### src/rtl/counter_pkg.sv
// Shared definitions for the counter_91 sequencer: one-hot state encoding
// and the fixed load-to-dn latency of the attached counter_91.
package counter_pkg;

    typedef enum logic [3:0] {
        ST_IDLE = 4'b0001,
        ST_LOAD = 4'b0010,
        ST_WAIT = 4'b0100,
        ST_DONE = 4'b1000
    } state_t;

    // Bit positions inside the one-hot state register
    localparam int ST_IDLE_BIT = 0;
    localparam int ST_LOAD_BIT = 1;
    localparam int ST_DONE_BIT = 3;

    // counter_91 keeps dn low for this many cycles after the cycle following ld
    localparam int CTR_DLY = 91;

endpackage

### src/rtl/counter_sat_dn.sv
// Saturating W-bit up counter with synchronous clear; holds at MAX.
// Clear takes priority over increment.
module counter_sat_dn #(
    parameter int W   = 8,
    parameter int MAX = (1 << W) - 1
) (
    input  logic         clk,
    input  logic         rst,
    input  logic         clr,
    input  logic         inc,
    output logic [W-1:0] q
);

    localparam logic [W-1:0] QMAX = W'(MAX);

    always_ff @(posedge clk or posedge rst) begin
        if (rst) begin
            q <= '0;
        end else if (clr) begin
            q <= '0;
        end else if (inc && (q != QMAX)) begin
            q <= q + W'(1);
        end
    end

endmodule

### src/rtl/counter_91_seq.sv
// Sequencer for counter_91: issues n ld pulses, each after the previous dn,
// then a one-cycle done; a watchdog aborts with err if dn never arrives.
module counter_91_seq
    import counter_pkg::*;
#(
    parameter int CW  = 8,
    parameter int WW  = 8,
    parameter int TMO = 127
) (
    input  logic          clk,
    input  logic          rst,
    input  logic          req,
    input  logic [CW-1:0] n,
    input  logic          abort,
    input  logic          dn,
    output logic          ld,
    output logic          busy,
    output logic          done,
    output logic          err,
    output logic [CW-1:0] cnt
);

    localparam logic [WW-1:0] WD_LAST = WW'(TMO - 1);

    state_t        state;
    logic [CW-1:0] rem;
    logic [WW-1:0] wd_q;
    logic          wd_inc;
    logic          wd_hit;

    // ld and done come straight off state flops, so they are glitch-free
    assign ld   = state[ST_LOAD_BIT];
    assign done = state[ST_DONE_BIT];
    assign busy = !state[ST_IDLE_BIT];

    assign wd_inc = (state == ST_WAIT) && !dn && !abort;
    assign wd_hit = wd_inc && (wd_q == WD_LAST);

    counter_sat_dn #(
        .W   (WW),
        .MAX (TMO)
    ) u_wd (
        .clk (clk),
        .rst (rst),
        .clr (ld),
        .inc (wd_inc),
        .q   (wd_q)
    );

    always_ff @(posedge clk or posedge rst) begin
        if (rst) begin
            state <= ST_IDLE;
            rem   <= '0;
            cnt   <= '0;
            err   <= 1'b0;
        end else begin
            unique case (state)
                ST_IDLE: begin
                    if (req) begin
                        cnt <= '0;
                        err <= 1'b0;
                        if (n != '0) begin
                            rem   <= n;
                            state <= ST_LOAD;
                        end else begin
                            state <= ST_DONE;
                        end
                    end
                end
                ST_LOAD: begin
                    state <= abort ? ST_IDLE : ST_WAIT;
                end
                ST_WAIT: begin
                    if (abort) begin
                        state <= ST_IDLE;
                    end else if (dn) begin
                        cnt   <= cnt + CW'(1);
                        rem   <= rem - CW'(1);
                        state <= (rem == CW'(1)) ? ST_DONE : ST_LOAD;
                    end else if (wd_hit) begin
                        err   <= 1'b1;
                        state <= ST_IDLE;
                    end
                end
                ST_DONE: begin
                    state <= ST_IDLE;
                end
                default: begin
                    state <= ST_IDLE;
                end
            endcase
        end
    end

    // With counter_91 attached, dn lands exactly CTR_DLY WAIT cycles after ld
    assert property (@(posedge clk) disable iff (rst)
        ((state == ST_WAIT) && dn) |-> (wd_q == WW'(CTR_DLY)));

endmodule

### config.mk
export PLATFORM = sky130hd
export DESIGN_NAME = counter_91_seq
export DESIGN_NICKNAME = d
export VERILOG_FILES = /design/src/rtl/counter_pkg.sv /design/src/rtl/counter_sat_dn.sv /design/src/rtl/counter_91_seq.sv
export SDC_FILE = /design/constraint.sdc
export NUM_CORES = 1
export LEC_CHECK = 0
export CAP_MARGIN = 20
export CORE_ASPECT_RATIO = 0.8
export CORE_MARGIN = 3
export CORE_UTILIZATION = 45
export DETAILED_ROUTE_END_ITERATION = 10
export PLACE_DENSITY = 0.7
export SLEW_MARGIN = 5
export SYNTH_ARGS = -nofsm -noshare
export SYNTH_HDL_FRONTEND = slang
export SYNTH_HIERARCHICAL = 1
export SYNTH_SLANG_ARGS = --single-unit
export TNS_END_PERCENT = 5
### constraint.sdc
create_clock -name clk -period 2 [get_ports clk]
set_clock_uncertainty 0.15 [all_clocks]
set_input_delay 0.6 -clock clk [delete_from_list [all_inputs] [get_ports clk]]
set_output_delay 0.6 -clock clk [all_outputs]
set_load 0.02 [all_outputs]
==> summary.md, run 1 <==
| Metric | Value |
|---|---|
| Number of port buffers | `24` |
| Gr usage total | `0.217` |
| Total core area | `3930 um2` |
| Syn avg cell area | `9.04 um2` |
| Drt drc | `0` |
| Post-Synthesis Cells | `211` |
| Final WS setup | `6.38 ps` |
| Reg2Reg Depth | `4` |
| H-Tree Depth | `2` |
| Number of enable flip-flop cells after synthesis | `0` |
| Crit path kind | `register to register` |
| Worst EP required | `2010 ps` |
| Max FO, Critical Path | `8` |
| Worst IR Drop VDD | `0.488 mV` |
| Total I/O pin count | `25` |
| Routed Antenna Nets | `0` |
| Fin area | `2580 um2` |
| Fin Setup TNS | `0 ps` |
| Unrepaired setup endpoints after global routing | `yes` |
| Hold Path Depth | `1` |
| Overflow after GRT | `0` |
| Max-Cap Viols | `0` |
| Die area | `5060 um2` |
| Core Util, Final | `0.658` |
| Yosys top cell area share | `0.367` |
| Die width | `78.8 um` |
| First-pass GRT wire length | `8580 um` |
| Top post-synthesis cells by area | `dfrtp_1 37%, o21ai_0 4.7%, nor2_1 3.9%, nand2_1 3.7%, a21oi_1 2.6%` |
| Final setup viols | `0` |
| CP Launch Type | `register` |
| CTS sink cnt | `29` |
| Via density | `5.81` |
| Syn Nets | `228` |
| Clock Path Buffers | `2` |
| Type of the worst min-delay path | `register to register` |
| Routability Congestion | `0.841` |
| Post-DP Area | `2460 um2` |
| Hold buffer count at CTS | `0` |
| Minimum clock period | `1990 ps` |
| Pwr dens | `984 nW/um2` |
| Library cells used by synthesis | `57` |
| Synthesized area | `1910 um2` |
| Period Utilization, post-route | `0.997` |
| Fmax | `0.502 GHz` |
| Site row count | `20` |
| Total CTS buffers | `5` |
| Slew headroom | `0.766` |
| Reg clk slew, reported paths | `70 ps` |
| DP Worst Slack | `-550 ps` |
| Diode count | `0` |
| TritonCTS clock tree | `built` |
| Largest net degree at the start of global routing | `22` |
| NumNets Final | `290` |
| Clock Latency Late Sink | `280 ps` |
| Post-synth top area cell | `dfrtp_1` |
| Hpwl dp | `3770 um` |
| Root Buffer | `clkbuf_8` |
| Synth async-reset ratio | `1.00` |
| DR WL/cell | `15.5 um` |
| Initial antenna violation count | `0` |
| Register area share after synthesis | `0.381` |
| Vias | `1910` |
| Slew Viols, Final | `0` |
| Vias in the first global route | `1725` |
| Static Leakage | `1.20 nW` |
| Yosys warning total | `6` |
| Area grow syn2layout | `35.6%` |
| Die Ht | `64.2 um` |
| Worst EP arrival | `2010 ps` |
| Run status | `finished clean` |
| Top_reg_cell synth | `dfrtp_1` |
| Final WL | `5100 um` |
| Initial DRT Pass Iterations | `5` |
| Final Hold Fails | `0` |
| Flops & latches, synth | `29` |
| Initial cell density of the core | `0.485` |
| Actual slew at the worst max-slew pin | `350 ps` |
| Worst setup EP type | `register` |
| Overall power | `2.54 mW` |
| Iter 0 DRT Violations | `154` |
| Layout cell share with drive strength beyond 1 | `0.288` |
[kinds of logic (layout without fill, tap and decap cells)]
group           after synthesis  count (layout)  synth area share
flops                        29              29             0.381
mux                           4               4            0.0249
compound gates               61              61             0.217
simple gates                 97              97             0.301
fa+ha+maj                     4               4            0.0262
buf+inv                      16              79            0.0492
[placed cells by master (no fill, tap or decap), drive strengths merged, types with 4 or more instances in the layout]
cell type	netlist	layout
ha	4	4
dlygate4sd2	0	16
nand2	19	19
inv	8	8
nand3	11	11
a21oi	10	10
clkbuf	1	8
buf	7	39
nor3	7	7
o21ai	18	18
nand4	5	5
dfrtp	28	28
a31oi	7	7
nor2	20	20
[synthesized netlist by cell type (4+ instances only)]
cell      n
nor3_1    7
buf_6     4
a21oi_1  10
inv_1     8
ha_1      4
o21ai_0  18
dfrtp_1  28
nand2_1  19
a31oi_1   7
nand3_1  10
nand4_1   4
nor2_1   20
[layer usage]
metal / up-vias / share of wire / GRT usage
met5: - / 0 / 0
met4: 0 / 0.011 / 0.0721
met3: 4 / 0.056 / 0.0493
met2: 62 / 0.41 / 0.283
met1: 927 / 0.52 / 0.343
li1: 917 / - / -
[state kept, by name, indices dropped and copies added, names as in the netlist]
signal and cells:
cnt 8, rem 8, state 4, u_wd/q 8, err 1
[final cells by class]
type	count	area (um2)
clock buffer	6	72.6
clock inverter	2	10.0
inverter	8	30.0
multi-input combinational	166	1130
sequential	29	729
fill	349	1340
tap	55	68.8
timing repair buffer	63	541
[power breakdown]
group / switching [mW] / internal (mW) / total (mW)
registers: 0.148 / 0.723 / 0.871
logic: 0.590 / 0.614 / 1.20
clock network: 0.229 / 0.241 / 0.470
[stage by stage]
step           std cells  hold WS (ps)
6_report             329           352
5_1_grt              329           390
4_1_cts              326           353
3_5_place_dp         318           345
3_3_place_gp         318           338
2_1_floorplan        211           266
[what timing repair did]
item	4_1_cts	5_1_grt
gates cloned	0	0
setup endpoints to repair	35	16
buffers inserted	0	3
resized for setup	23	17
hold endpoints to repair	0	0
pin swaps	2	3
[worst max-delay path, stage by stage, from the launching register on]
cell,delay (ps)
dfstp_2,600
or4b_4,510
o22ai_4,150
and2_4,190
mux2_4,290
[final timing paths]
check,start,to,slack [ps]
min in group asynchronous,rst,u_wd/q[3],460
max,state[0],rem[1],6
max in group asynchronous,rst,state[0],880
min,cnt[7],cnt[7],350
min reg2reg,cnt[7],cnt[7],350
max reg2reg,state[0],rem[1],6
(Power assumes the default switching activity.)
==> run 2, diff against run 1 <==
- CAP_MARGIN: 20 -> 10
- SKIP_LAST_GASP: default -> 1
==> summary.md, run 2 (synthesis gave the netlist of run 1 again) <==
| Metric | Value |
|---|---|
| Run status | `complete, but fails checks` |
| Failing checks | `negative setup slack` |
| Total I/O pin count | `25` |
| Fill cells | `342` |
| Max-Cap Viols | `0` |
| Period Utilization, post-route | `1.12` |
| Slew headroom | `0.602` |
| Biggest regs | `cnt (8), rem (8), u_wd/q (8)` |
| Diode count | `0` |
| Most frequent cells in the layout | `35 x buf_4, 27 x dfrtp_1, 22 x clkdlybuf4s50_1` |
| Overflow after GRT | `0` |
| Clock Path Buffers | `2` |
| Comb power frac | `0.465` |
| WP buf/inv | `1` |
| HP Start | `cnt[7]` |
| Final Hold Fails | `0` |
| Reg2Reg Depth | `6` |
| Seq pwr share | `0.346` |
| Die area | `5060 um2` |
| WHS | `360 ps` |
| Reg clk slew, reported paths | `60 ps` |
| # placed instances | `318` |
| Drt drc | `0` |
| Root Buffer | `clkbuf_8` |
| Internal | `1.56 mW` |
| Final WL | `5020 um` |
| Initial cell density of the core | `0.485` |
| Core Util, Final | `0.652` |
| Die Ht | `64.2 um` |
| Worst Setup SP | `state[1]` |
| Clock Latency Late Sink | `280 ps` |
| Number of port buffers | `24` |
| Die width | `78.8 um` |
| Worst r2r src | `rem[1]` |
| Gr usage total | `0.218` |
| Flop-to-flop setup slack | `-70 ps` |
| Minimum clock period | `2240 ps` |
| Routed Antenna Nets | `0` |
| Critical path's top delay family | `buffers and inverters` |
| Worst setup EP type | `primary output` |
| DP Worst Slack | `-550 ps` |
| NumNets Final | `288` |
| DR WL/cell | `15.3 um` |
| Vias in the first global route | `1727` |
| Site row count | `20` |
| Worst IR Drop VDD | `0.494 mV` |
| H-Tree Depth | `2` |
| Type of the worst min-delay path | `register to register` |
| Actual slew at the worst max-slew pin | `595 ps` |
| Routability Congestion | `0.841` |
| Vias | `1898` |
| Worst EP required | `1250 ps` |
| Initial antenna violation count | `0` |
| Net Switching | `946 uW` |
| CP Launch Type | `register` |
| Final setup viols | `33` |
| Crit path kind | `register to primary output` |
| Area grow syn2layout | `34.3%` |
| Max FO, Critical Path | `8` |
| Net Sw Frac | `0.377` |
| Total CTS buffers | `5` |
| Final WS setup | `-243 ps` |
| Commonest non-fill, non-tap cell in the layout | `buf_4` |
| Iter 0 DRT Violations | `169` |
| Overall power | `2.51 mW` |
| Pwr dens | `981 nW/um2` |
| Hold endpoint | `cnt[7]` |
| First-pass GRT wire length | `8600 um` |
| Fmax | `0.446 GHz` |
| Static Leakage | `1.14 nW` |
| Largest net degree at the start of global routing | `22` |
| Unrepaired setup endpoints after global routing | `yes` |
| Clock Power Share | `0.189` |
| Hold Path Depth | `1` |
| Crit-path cells | `clkdlybuf4s50_1` |
| Slew Viols, Final | `0` |
| TritonCTS clock tree | `built` |
| Total core area | `3930 um2` |
| Hpwl dp | `3770 um` |
| Slowest stage delay, CP | `670 ps` |
| Via density | `5.80` |
| Layout cell share with drive strength beyond 1 | `0.250` |
| Worst EP arrival | `1490 ps` |
| FF-to-FF End | `rem[6]` |
| CTS sink cnt | `29` |
| Fin cells | `327` |
| Slowest cell on crit path | `clkdlybuf4s50_1` |
| Initial DRT Pass Iterations | `4` |
## run 2: changes by cell type in the layout (fill, tap and decap cells not counted), sizes merged
cell | previous run | this run
dlygate4sd2 | 16 | 1
dlymetal6s2s | 2 | 1
buf | 39 | 37
clkbuf | 8 | 6
clkdlybuf4s50 | 3 | 22
clkdlybuf4s15 | 1 | 0
## run 2: worst max-delay path by stage
stage	cells past startpoint	slack, ps	endpoint
2_1_floorplan	6	-140	rem[1]
5_1_grt	6	-290	cnt[3]
6_report	1	-240	ld
4_1_cts	2	-250	busy
3_3_place_gp	6	-500	u_wd/q[7]
3_5_place_dp	6	-550	u_wd/q[7]
## run 2: area by class of cell
type / instances / area [um2] / share of cell area
Clock inverter: 2 / 10.0 / 0.00391
Multi-Input combinational cell: 166 / 1110 / 0.432
Tap cell: 55 / 68.8 / 0.0269
Inverter: 8 / 30.0 / 0.0117
Sequential cell: 29 / 728 / 0.284
Clock buffer: 6 / 72.6 / 0.0283
Timing Repair Buffer: 61 / 544 / 0.213
## run 2: repair_timing
| item | 4_1_cts | 5_1_grt |
|---|---|---|
| endpoints found under the setup margin | 35 | 38 |
| cloned | 0 | 0 |
| hold buffers | 0 | 0 |
| setup buffers | 0 | 1 |
| resized for setup | 2 | 2 |
## run 2: layer usage
| layer | GRT usage | up-vias | share of wire |
|---|---|---|---|
| met5 | 0 | - | 0 |
| met4 | 0.0721 | 0 | 0.013 |
| met3 | 0.0507 | 7 | 0.058 |
| met2 | 0.283 | 63 | 0.40 |
| met1 | 0.344 | 909 | 0.53 |
| li1 | - | 919 | - |
## run 2: power by group through the flow
stage | clock (mW) | combinational, mW | sequential [mW]
global route | 0.505 | 1.27 | 0.893
CTS | 0.479 | 1.17 | 0.867
floorplan | 0 | 0.674 | 0.875
finish | 0.474 | 1.17 | 0.869
global placement | 0 | 1.14 | 0.867
detailed placement | 0 | 1.16 | 0.872
## run 2: through the flow
stage | TNS (ps) | cell area (um2)
after floorplan | -243 | 1920
after global placement | -10460 | 2460
after detailed placement | -10910 | 2460
after CTS | -4510 | 2550
after global routing | -6590 | 2560
final | -4440 | 2560
==> run 3, diff against run 2 <==
- SKIP_CTS_REPAIR_TIMING: default -> 1
==> summary.md, run 3 (synthesis gave the netlist of run 1 again) <==
| Metric | Value |
|---|---|
| Core Util, Final | `0.652` |
| Root Buffer | `clkbuf_8` |
| Comb power frac | `0.467` |
| Die width | `78.8 um` |
| First-pass GRT wire length | `8590 um` |
| Crit path kind | `register to primary output` |
| Pwr dens | `981 nW/um2` |
| Max FO, Critical Path | `8` |
| Minimum clock period | `2250 ps` |
| Iter 0 DRT Violations | `157` |
| Routability Congestion | `0.841` |
| Multi-input gate area | `1110 um2` |
| Overflow after GRT | `0` |
| Total core area | `3930 um2` |
| Clock Power Share | `0.188` |
| Reg area | `728 um2` |
| Final WL | `5030 um` |
| Actual slew at the worst max-slew pin | `589 ps` |
| Internal | `1.57 mW` |
| Area grow syn2layout | `34.3%` |
| Site row count | `20` |
| Run status | `complete, but fails checks` |
| NumNets Final | `288` |
| Failing checks | `negative setup slack` |
| Slowest cell on crit path | `dfstp_2` |
| Clock Latency Late Sink | `280 ps` |
| Fmax | `0.445 GHz` |
| Via density | `5.76` |
| Vias | `1885` |
| Layout cell share with drive strength beyond 1 | `0.250` |
| H-Tree Depth | `2` |
| Critical path's top delay family | `flip-flops` |
| Diode count | `0` |
| Total CTS buffers | `5` |
| Slowest stage delay, CP | `610 ps` |
| Clock Path Buffers | `2` |
| Final Hold Fails | `0` |
| Worst EP arrival | `1500 ps` |
| Die area | `5060 um2` |
| Post-DP Area | `2460 um2` |
| CP Launch Type | `register` |
| TritonCTS clock tree | `built` |
| Initial cell density of the core | `0.485` |
| Hpwl dp | `3770 um` |
| Gr usage total | `0.217` |
| Worst setup EP type | `primary output` |
| Initial antenna violation count | `0` |
| Initial DRT Pass Iterations | `4` |
| Die Ht | `64.2 um` |
| Worst EP required | `1250 ps` |
| Largest net degree at the start of global routing | `22` |
| Net Sw Frac | `0.377` |
| Type of the worst min-delay path | `register to register` |
| Fin Setup TNS | `-4810 ps` |
| Routed Antenna Nets | `0` |
| Unrepaired setup endpoints after global routing | `yes` |
| Reg clk slew, reported paths | `60 ps` |
| Seq pwr share | `0.345` |
| Final WS setup | `-246 ps` |
| Final setup viols | `34` |
| WHS | `352 ps` |
| Net Switching | `947 uW` |
| CTS sink cnt | `29` |
| Most frequent cells in the layout | `35 x buf_4, 27 x dfrtp_1, 23 x clkdlybuf4s50_1` |
| Period Utilization, post-route | `1.12` |
| Crit-path cells | `inv_1 > clkdlybuf4s50_1` |
| DR WL/cell | `15.4 um` |
| Biggest regs | `cnt (8), rem (8), u_wd/q (8)` |
| Total I/O pin count | `25` |
| Fin area | `2560 um2` |
| Slew headroom | `0.606` |
| Static Leakage | `1.14 nW` |
| Commonest non-fill, non-tap cell in the layout | `buf_4` |
| Slew Viols, Final | `0` |
| Overall power | `2.51 mW` |
| Number of port buffers | `24` |
| WP buf/inv | `2` |
| Worst IR Drop VDD | `0.495 mV` |
| Fill cells | `343` |
| Max-Cap Viols | `0` |
| Vias in the first global route | `1724` |
| Drt drc | `0` |
[run 3: power groups by stage]
| stage | Sequential [mW] | Clock [mW] | Combinational, mW |
|---|---|---|---|
| 2_1_floorplan | 0.875 | 0 | 0.674 |
| 3_3_place_gp | 0.867 | 0 | 1.14 |
| 3_5_place_dp | 0.872 | 0 | 1.16 |
| 4_1_cts | 0.865 | 0.479 | 1.17 |
| 5_1_grt | 0.893 | 0.505 | 1.28 |
| 6_report | 0.868 | 0.472 | 1.17 |
[run 3: routing by layer]
| layer | wire length (um) | GRT usage | vias up |
|---|---|---|---|
| met4 | 67 | 0.0721 | 0 |
| met3 | 356 | 0.0507 | 7 |
| li1 | - | - | 918 |
| met1 | 2620 | 0.343 | 890 |
| met5 | 0 | 0 | - |
| met2 | 1990 | 0.283 | 70 |
[run 3: metrics by stage]
step | worst slack (ps) | instances
floorplan | -140 | 211
global placement | -505 | 318
detailed placement | -550 | 318
CTS | -272 | 326
global route | -313 | 327
finish | -246 | 327
[run 3: worst reg2reg max path, cell delays in order (launching register included)]
cell and delay [ps]:
dfrtp_1 390, inv_1 80, ha_1 160, or3b_2 490, or4_1 410, o21ai_0 170, a22o_2 170
[run 3: cell type report]
type / instances / area share
Inverter: 8 / 0.0117
Timing Repair Buffer: 61 / 0.213
Tap cell: 55 / 0.0269
Clock inverter: 2 / 0.00391
Clock buffer: 6 / 0.0283
Multi-Input combinational cell: 166 / 0.432
Sequential cell: 29 / 0.284
[run 3: worst paths after layout]
check,start,endpoint,slack [ps],depth (start not counted)
setup / recovery,state[0],busy,-250,2
hold / removal,cnt[7],cnt[7],350,1
setup reg to reg,rem[1],rem[6],-70,6
hold reg to reg,cnt[7],cnt[7],350,1
max in group asynchronous,rst,state[0],890,3
min in group asynchronous,rst,u_wd/q[3],460,2
